$ cat src/rtl/ddr_arbiter_pkg.sv
// Shared types and constants for the DDR access arbiter.
// State encoding, requester indices and the burst-length field width.
package ddr_arbiter_pkg;

  localparam int LEN_W   = 10;
  localparam int NUM_REQ = 3;

  localparam logic [1:0] REQ_INS  = 2'd0;
  localparam logic [1:0] REQ_DATA = 2'd1;
  localparam logic [1:0] REQ_CTXT = 2'd2;

  localparam logic [2:0] S_IDLE = 3'd0;
  localparam logic [2:0] S_ARB  = 3'd1;
  localparam logic [2:0] S_RD   = 3'd2;
  localparam logic [2:0] S_WR   = 3'd3;
  localparam logic [2:0] S_DONE = 3'd4;

  typedef enum logic [2:0] {
    IDLE     = S_IDLE,
    ARB      = S_ARB,
    RD_BURST = S_RD,
    WR_BURST = S_WR,
    DONE     = S_DONE
  } state_t;

  function automatic logic [NUM_REQ-1:0] idx_to_onehot(input logic [1:0] idx);
    case (idx)
      REQ_INS:  return 3'b001;
      REQ_DATA: return 3'b010;
      REQ_CTXT: return 3'b100;
      default:  return 3'b000;
    endcase
  endfunction

  function automatic logic [1:0] onehot_to_idx(input logic [NUM_REQ-1:0] oh);
    return oh[2] ? REQ_CTXT : (oh[1] ? REQ_DATA : REQ_INS);
  endfunction

endpackage

$ cat src/rtl/ddr_arb_pick.sv
// Combinational 3-way picker: searches start, start-1, start-2 (mod 3).
// Zero latency; no backpressure, pure function of its inputs.
module ddr_arb_pick
  import ddr_arbiter_pkg::*;
(
  input  logic [NUM_REQ-1:0] req,
  input  logic [1:0]         start,
  output logic [NUM_REQ-1:0] win
);

  logic [1:0] o0, o1, o2;

  // Start at the pointer and walk downward so that start=2 is plain 2 > 1 > 0.
  always_comb begin
    case (start)
      REQ_INS:  {o0, o1, o2} = {REQ_INS,  REQ_CTXT, REQ_DATA};
      REQ_DATA: {o0, o1, o2} = {REQ_DATA, REQ_INS,  REQ_CTXT};
      default:  {o0, o1, o2} = {REQ_CTXT, REQ_DATA, REQ_INS};
    endcase
    win = '0;
    if (req[o0])      win = idx_to_onehot(o0);
    else if (req[o1]) win = idx_to_onehot(o1);
    else if (req[o2]) win = idx_to_onehot(o2);
  end

endmodule

$ cat src/rtl/ddr_arbiter.sv
// Single-port DDR burst arbiter for icache/dcache/context store; DDR_ARB_RR_EN selects round-robin.
// Latency: grant and burst request two cycles after the request is seen in IDLE; beats route combinationally.
// Backpressure: requests are level-held and only sampled in IDLE; beats past BURST_LEN are dropped and flag err.
module ddr_arbiter
  import ddr_arbiter_pkg::*;
#(
  parameter int DATA_WIDTH     = 16,
  parameter int DDR_ADDR_WIDTH = 28,
  parameter int BURST_LEN      = 16
) (
  input  logic                            clk,
  input  logic                            rst,
  input  logic [NUM_REQ-1:0]              req_rd,
  input  logic [NUM_REQ-1:0]              req_wr,
  input  logic [NUM_REQ*DDR_ADDR_WIDTH-1:0] req_addr,
  input  logic [NUM_REQ*DATA_WIDTH-1:0]   req_wdata,
  output logic [NUM_REQ-1:0]              gnt,
  output logic [NUM_REQ-1:0]              rd_valid,
  output logic [DATA_WIDTH-1:0]           rd_data,
  output logic [LEN_W-1:0]                rd_cnt,
  output logic [NUM_REQ-1:0]              wr_data_req,
  output logic [NUM_REQ-1:0]              done,
  output logic                            err,
  output logic                            rd_burst_req,
  output logic                            wr_burst_req,
  output logic [LEN_W-1:0]                rd_burst_len,
  output logic [LEN_W-1:0]                wr_burst_len,
  output logic [DDR_ADDR_WIDTH-1:0]       rd_burst_addr,
  output logic [DDR_ADDR_WIDTH-1:0]       wr_burst_addr,
  output logic [DATA_WIDTH-1:0]           wr_burst_data,
  input  logic [DATA_WIDTH-1:0]           rd_burst_data,
  input  logic                            rd_burst_data_valid,
  input  logic                            wr_burst_data_req,
  input  logic                            rd_burst_finish,
  input  logic                            wr_burst_finish
);

  localparam logic [LEN_W-1:0] BLEN = LEN_W'(BURST_LEN);

  state_t                    state, state_n;
  logic [1:0]                idx;
  logic                      is_wr;
  logic [DDR_ADDR_WIDTH-1:0] addr_q;
  logic [LEN_W-1:0]          cnt;
  logic                      err_q;

  logic [NUM_REQ-1:0]        req_any, win, gnt_oh;
  logic [1:0]                start, win_idx;
  logic                      beat_in, room, take;
  logic [DDR_ADDR_WIDTH-1:0] addr_arr  [NUM_REQ];
  logic [DATA_WIDTH-1:0]     wdata_arr [NUM_REQ];

  for (genvar i = 0; i < NUM_REQ; i++) begin : g_slice
    assign addr_arr[i]  = req_addr[i*DDR_ADDR_WIDTH +: DDR_ADDR_WIDTH];
    assign wdata_arr[i] = req_wdata[i*DATA_WIDTH +: DATA_WIDTH];
  end

  assign req_any = req_rd | req_wr;
  assign take    = (state == IDLE) && (|req_any);
  assign win_idx = onehot_to_idx(win);
  assign gnt_oh  = idx_to_onehot(idx);
  assign beat_in = ((state == RD_BURST) && rd_burst_data_valid) ||
                   ((state == WR_BURST) && wr_burst_data_req);
  assign room    = (cnt < BLEN);

`ifdef DDR_ARB_RR_EN
  logic [1:0] last;

  // Reset value 2 makes requester 0 the first one searched.
  always_ff @(posedge clk) begin
    if (rst)       last <= REQ_CTXT;
    else if (take) last <= win_idx;
  end

  assign start = (last == REQ_CTXT) ? REQ_INS : last + 2'd1;
`else
  assign start = REQ_CTXT;
`endif

  ddr_arb_pick u_pick (
    .req   (req_any),
    .start (start),
    .win   (win)
  );

  always_ff @(posedge clk) begin
    if (rst) state <= IDLE;
    else     state <= state_n;
  end

  always_comb begin
    state_n       = state;
    gnt           = '0;
    done          = '0;
    rd_valid      = '0;
    wr_data_req   = '0;
    rd_burst_req  = 1'b0;
    wr_burst_req  = 1'b0;
    rd_data       = '0;
    wr_burst_data = '0;
    case (state)
      IDLE: if (|req_any) state_n = ARB;
      ARB:  state_n = is_wr ? WR_BURST : RD_BURST;
      RD_BURST: begin
        gnt          = gnt_oh;
        rd_burst_req = 1'b1;
        rd_data      = rd_burst_data;
        if (rd_burst_data_valid && room) rd_valid = gnt_oh;
        if (rd_burst_finish) state_n = DONE;
      end
      WR_BURST: begin
        gnt           = gnt_oh;
        wr_burst_req  = 1'b1;
        wr_burst_data = wdata_arr[idx];
        if (wr_burst_data_req && room) wr_data_req = gnt_oh;
        if (wr_burst_finish) state_n = DONE;
      end
      DONE: begin
        gnt     = gnt_oh;
        done    = gnt_oh;
        state_n = IDLE;
      end
      default: state_n = IDLE;
    endcase
  end

  // Winner is captured in IDLE, its address one cycle later in ARB.
  always_ff @(posedge clk) begin
    if (rst) begin
      idx    <= REQ_INS;
      is_wr  <= 1'b0;
      addr_q <= '0;
      cnt    <= '0;
      err_q  <= 1'b0;
    end else begin
      if (take) begin
        idx   <= win_idx;
        is_wr <= req_wr[win_idx];
      end
      if (state == ARB) begin
        addr_q <= addr_arr[idx];
        cnt    <= '0;
      end
      if (beat_in) begin
        if (room) cnt   <= cnt + LEN_W'(1);
        else      err_q <= 1'b1;
      end
    end
  end

  assign rd_cnt        = cnt;
  assign err           = err_q;
  assign rd_burst_len  = BLEN;
  assign wr_burst_len  = BLEN;
  assign rd_burst_addr = addr_q;
  assign wr_burst_addr = addr_q;

endmodule

$ cat config.mk
export PLATFORM = sky130hd
export DESIGN_NAME = ddr_arbiter
export DESIGN_NICKNAME = d
export VERILOG_FILES = /design/src/rtl/ddr_arbiter_pkg.sv /design/src/rtl/ddr_arb_pick.sv /design/src/rtl/ddr_arbiter.sv
export SDC_FILE = /design/constraint.sdc
export NUM_CORES = 1
export LEC_CHECK = 0
export BUFFER_PORTS_ARGS = -buffer_cell sky130_fd_sc_hd__buf_4
export CAP_MARGIN = 5
export CELL_PAD_IN_SITES_DETAIL_PLACEMENT = 1
export CELL_PAD_IN_SITES_GLOBAL_PLACEMENT = 2
export CORE_MARGIN = 3
export CORE_UTILIZATION = 20
export CTS_CLUSTER_DIAMETER = 150
export DETAILED_ROUTE_END_ITERATION = 6
export GPL_TIMING_DRIVEN = 0
export PLACE_DENSITY_LB_ADDON = 0.1
export SYNTH_ARGS = -nofsm -noshare
export SYNTH_HDL_FRONTEND = slang
export SYNTH_HIERARCHICAL = 1
export SYNTH_SLANG_ARGS = --single-unit
$ cat constraint.sdc
create_clock -name clk -period 5.3 [get_ports clk]
set_clock_uncertainty 0.1 [all_clocks]
set_input_delay 1.325 -clock clk [delete_from_list [all_inputs] [get_ports clk]]
set_output_delay 1.325 -clock clk [all_outputs]
set_load 0.02 [all_outputs]
==> impl_metrics.py, run 1 <==
metrics = {
    "outcome": {
        "status": "finished, final reports clean",
    },
    "cts": {
        "cts_buffer_depth": 2,
        "cts_made_buffers": 5,
        "cts_resized": 0,
        "path_clk_slew_ns": 0.06,
        "post_cts_buffers": 0,
        "insertion_delay_ns": 0.29,
        "clock-sinks": 45,
        "clockRootBuffer": "clkbuf_16",
        "hold_buffers": 0,
        "htree_levels": 2,
        "cts_tree": "built",
    },
    "floorplan": {
        "initial_core_util_pct": 20.8,
        "die_w_um": 136,
        "core_um2": 16200,
        "ios": 293,
        "die_h_um": 136,
        "dieArea_um2": 18400,
        "rows": 46,
    },
    "routing": {
        "via_per_inst": 4.39,
        "vias": 4087,
        "first_iter_violations": 95,
        "first_pass_iters": 4,
        "drc": 0,
        "wl_per_cell_um": 17.0,
        "routed_wl_um": 15800,
        "postRouteAntennaNets": 0,
    },
    "critical_path": {
        "crit_type": "primary input to output pin",
        "start_kind": "primary input",
        "worstPathRequired_ns": 3.88,
        "worstPathMaxFanout": 1,
        "end_kind": "output pin",
        "arrival_ns": 2.12,
    },
    "grt": {
        "grt_use_total_pct": 16.1,
        "antenna_found_initial": 0,
        "grt_pass1_wl_um": 23400,
        "grt_start_max_net_pins": 14,
        "grt_pass1_vias": 4309,
        "gr-total-overflow": 0,
    },
    "synthesis": {
        "synth.avg_cell_area_um2": 8.12,
        "syn_inst": 414,
        "yosys_warnings": 6,
        "synthesis.area_um2": 3360,
    },
    "finish": {
        "num-nets-final": 877,
        "drive_gt1_share_pct": 51.5,
        "areaGrowthSynthToFinish_pct": 76.1,
        "nFillCells": 1991,
        "regArea_um2": 901,
        "stdcell_count": 932,
        "diodes": 0,
        "multi_input_area_um2": 2020,
    },
    "power": {
        "leakagePower_uw": 0.00294,
        "powerDensity_nw_per_um2": 253,
        "combPwrFrac_pct": 48.2,
        "p_int_uw": 959,
        "irDropWorstVdd_mv": 0.147,
        "switching_power_uw": 539,
        "seqPwrFrac_pct": 28.1,
        "p_sw_share_pct": 36.0,
        "pwr-share-clk_pct": 23.7,
        "power_uw": 1500,
    },
    "sta": {
        "relSlewSlack_pct": 48.6,
        "setup_viol": 0,
        "min_period_ns": 3.54,
        "rsz0062_at_grt": "no",
        "tightest_slew_ns": 0.769,
        "finalHoldViolations": 0,
        "fin_crit_sh_pct": 66.8,
        "finalSetupTns_ns": 0,
        "fmax_ghz": 0.282,
        "drv_slew": 0,
    },
    "placement": {
        "dpl.hpwl_um": 13100,
        "portBuffers": 272,
        "placedCellCount": 925,
        "gp_congestion": 0.752,
    },
    "worst_hold_path": {
        "min_path_type": "register to register",
    },
    "run": {
        "drv_cap": 0,
    },
}
sequential cells by signal (all words and copies together) (netlist names):
| signal | count |
|---|---|
| err | 1 |
| idx | 2 |
| rd_cnt | 10 |
| state | 3 |
| is_wr | 1 |
| rd_burst_addr | 28 |
per-stage QoR:
stage	hold WS (ns)	area, um^2	setup WS, ns	utilization, %
3_5_place_dp	0.368	5760	1.72	35.6
3_3_place_gp	0.364	5760	1.74	35.6
2_1_floorplan	0.338	3450	1.89	-
6_report	0.381	5920	1.76	36.6
5_1_grt	0.405	5920	1.54	36.6
4_1_cts	0.387	5920	1.68	36.6
cells in the final DEF, fill, tap and decap left out, drive strengths merged, types with 2 or more instances in the layout:
cell and count:
nor2 12, and3 5, o211ai 2, inv 3
nor3b 3, nor2b 3, clkbuf 23, nand2 25
o21a 2, and2 16, conb 25, nand4 2
nand2b 4, dfxtp 45, a2bb2oi 28, nor3 6
clkinv 2, o21ai 28, mux2i 53, or3 3
a21oi 47, buf 335, nor4 5, nand3b 2
nand3 5, or2 19
final cells by class:
type                            instances  share of cell area, %
Sequential cell                        45                   15.2
Inverter                                4                  0.254
Clock buffer                            5                   2.11
Timing Repair Buffer                  272                   34.5
Multi-Input combinational cell        307                   34.2
Buffer                                 81                   8.60
Tap cell                              216                   4.56
Clock inverter                          2                  0.592
per-layer routing:
metal	GRT usage (%)	up-vias	part of all wire [%]
met1	19.1	1914	40
met2	29.2	162	51
met4	3.36	0	1.3
met5	0	-	0
met3	4.09	13	7.6
li1	-	1998	-
final timing paths:
path	startpoint	end	slack, ns	cells past startpoint
setup / recovery	req_wdata[10]	wr_burst_data[10]	1.76	5
hold / removal	is_wr$_SDFFE_PP0P_	is_wr$_SDFFE_PP0P_	0.38	2
setup reg to reg	state[0]$_SDFFE_PP0P_	rd_burst_addr[9]$_SDFFE_PP0P_	3.37	4
hold reg to reg	is_wr$_SDFFE_PP0P_	is_wr$_SDFFE_PP0P_	0.38	2
worst max-delay path: stages:
cell	delay [ns]
buf_4	0.09
mux2i_1	0.06
or2_2	0.27
a21oi_1	0.19
buf_4	0.18
power by group through the flow:
stage | Clock, uW | Combinational [uW] | Sequential (uW)
2_1_floorplan | 0 | 378 | 460
3_3_place_gp | 0 | 721 | 427
3_5_place_dp | 0 | 732 | 429
4_1_cts | 364 | 734 | 422
5_1_grt | 380 | 779 | 427
6_report | 355 | 723 | 421
Note: power is estimated with default switching activity, not from simulation.
==> run 2: changes to the inputs <==
--- a/config.mk
+++ b/config.mk
@@ -10,7 +10,7 @@
 export CELL_PAD_IN_SITES_DETAIL_PLACEMENT = 1
 export CELL_PAD_IN_SITES_GLOBAL_PLACEMENT = 2
 export CORE_MARGIN = 3
-export CORE_UTILIZATION = 20
+export CORE_UTILIZATION = 17
 export CTS_CLUSTER_DIAMETER = 150
 export DETAILED_ROUTE_END_ITERATION = 6
 export GPL_TIMING_DRIVEN = 0
==> constraint.sdc (replaced) <==
create_clock -name clk -period 3.2 [get_ports clk]
set_clock_uncertainty 0.1 [all_clocks]
set_input_delay 0.8 -clock clk [delete_from_list [all_inputs] [get_ports clk]]
set_output_delay 0.8 -clock clk [all_outputs]
set_load 0.02 [all_outputs]
==> run 2 against run 1 <==
Against the previous run: routed wire length increased by 4.8%; critical path type is now register to output pin; final cell count increased by 4.8%; via count decreased by 0.46%.
==> impl_metrics.py, run 2 (synthesis results as in run 1) <==
metrics = {
    "outcome": {
        "status": "finished, final reports clean",
    },
    "routing": {
        "drc": 0,
        "routed_wl_um": 16600,
        "vias": 4068,
        "dr_wl_met3_um": 1110,
        "wl_met2_um": 8460,
        "first_pass_iters": 4,
        "top_layer": "met4",
        "postRouteAntennaNets": 0,
        "first_iter_violations": 94,
        "via_per_inst": 4.16,
        "wl_per_cell_um": 17.0,
        "m1WireLength_um": 6840,
    },
    "finish": {
        "nFillCells": 2348,
        "largest_register_ffs": 28,
        "drive_gt1_share_pct": 51.7,
        "num-nets-final": 877,
        "final_common_cell": "buf_4",
        "most-common-layout-cells": "323 x buf_4, 53 x mux2i_1, 47 x a21oi_1",
        "diodes": 0,
        "multi_input_area_um2": 2030,
        "areaGrowthSynthToFinish_pct": 78.1,
        "regArea_um2": 901,
    },
    "floorplan": {
        "die_h_um": 147,
        "dieArea_um2": 21500,
        "initial_core_util_pct": 17.6,
        "core_um2": 19100,
        "die_w_um": 147,
        "rows": 50,
        "ios": 293,
    },
    "sta": {
        "relSlewSlack_pct": 48.3,
        "tightest_slew_ns": 0.774,
        "fin_ws_ns": 0.296,
        "setup_viol": 0,
        "finalHoldViolations": 0,
        "fin_crit_sh_pct": 90.7,
        "rsz0062_at_grt": "no",
        "drv_slew": 0,
        "min_period_ns": 2.90,
        "finalSetupTns_ns": 0,
        "fmax_ghz": 0.344,
    },
    "critical_path": {
        "crit_type": "register to output pin",
        "worstPathRequired_ns": 2.30,
        "end_kind": "output pin",
        "worstPathMaxFanout": 10,
        "start_kind": "register",
        "arrival_ns": 2.00,
    },
    "power": {
        "irDropWorstVdd_mv": 0.267,
        "power_uw": 2490,
        "switching_power_uw": 898,
        "p_int_uw": 1600,
        "combPwrFrac_pct": 48.4,
        "leakagePower_uw": 0.00294,
        "pwr-share-clk_pct": 23.8,
        "seqPwrFrac_pct": 27.8,
        "powerDensity_nw_per_um2": 416,
        "p_sw_share_pct": 36.0,
    },
    "placement": {
        "dpl.hpwl_um": 13800,
        "gp_congestion": 0.767,
        "pre_cts_ws_ns": 0.402,
        "portBuffers": 272,
    },
    "grt": {
        "grt_use_total_pct": 14.4,
        "grt_pass1_wl_um": 24700,
        "grt_start_max_net_pins": 15,
        "grt_pass1_vias": 4250,
        "antenna_found_initial": 0,
        "gr-total-overflow": 0,
    },
    "cts": {
        "insertion_delay_ns": 0.29,
        "htree_levels": 2,
        "path_clk_slew_ns": 0.07,
        "cts_made_buffers": 5,
        "hold_buffers": 0,
        "cts_buffer_depth": 2,
        "cts_tree": "built",
        "clockRootBuffer": "clkbuf_16",
        "clock-sinks": 45,
    },
    "run": {
        "drv_cap": 0,
    },
    "worst_hold_path": {
        "min_path_type": "register to register",
    },
}
-- run 2: changes by cell type in the layout (fill, tap and decap cells not counted) --
cell	delta
clkinv_2	-1
nand2_1	-1
clkinv_4	+1
nand2_2	+1
clkbuf_2	+1
-- run 2: routing by layer --
metal	track usage (%)	vias up
met5	0	-
met4	2.12	0
met3	3.76	10
met2	26.2	147
met1	17.3	1911
li1	-	2000
-- run 2: path summary, 6_finish.rpt --
kind | from | to | slack (ns) | cells past startpoint
min | is_wr$_SDFFE_PP0P_ | is_wr$_SDFFE_PP0P_ | 0.37 | 2
max reg2reg | state[1]$_SDFFE_PP0P_ | rd_burst_addr[24]$_SDFFE_PP0P_ | 1.23 | 4
min reg2reg | is_wr$_SDFFE_PP0P_ | is_wr$_SDFFE_PP0P_ | 0.37 | 2
max | state[0]$_SDFFE_PP0P_ | wr_data_req[0] | 0.30 | 7
-- run 2: through the flow --
stage | hold WS [ns] | utilization [%] | instance area (um^2) | instances
2_1_floorplan | 0.338 | - | 3450 | 437
5_1_grt | 0.398 | 31.4 | 5990 | 977
4_1_cts | 0.375 | 31.4 | 5980 | 977
3_5_place_dp | 0.357 | 30.5 | 5820 | 969
6_report | 0.372 | 31.4 | 5990 | 977
3_3_place_gp | 0.354 | 30.5 | 5820 | 969
-- run 2: power groups by stage --
stage	logic [uW]	clock network [uW]	registers, uW
5_1_grt	1300	638	707
3_3_place_gp	1200	0	707
2_1_floorplan	627	0	762
4_1_cts	1220	618	698
3_5_place_dp	1220	0	709
6_report	1210	593	694
-- run 2: critical path, cell delays in order, from the launching register on --
cell and delay, ns:
dfxtp_1 0.33, buf_2 0.25, nor2b_1 0.23, nand2_2 0.19, inv_1 0.13, nand4_1 0.21
nor3_1 0.21, buf_4 0.17
-- run 2: final cells by class --
type / count / share of cell area, %
Buffer: 81 / 8.52
Clock buffer: 6 / 2.15
Clock inverter: 2 / 0.648
Inverter: 4 / 0.251
Multi-Input combinational cell: 307 / 33.8
Sequential cell: 45 / 15.0
Tap cell: 260 / 5.43
Timing Repair Buffer: 272 / 34.1
-- run 2: timing repair --
item                                    4_1_cts  5_1_grt
endpoints found under the setup margin        0        7
buffers inserted                              0        0
gates resized for setup                       0        3
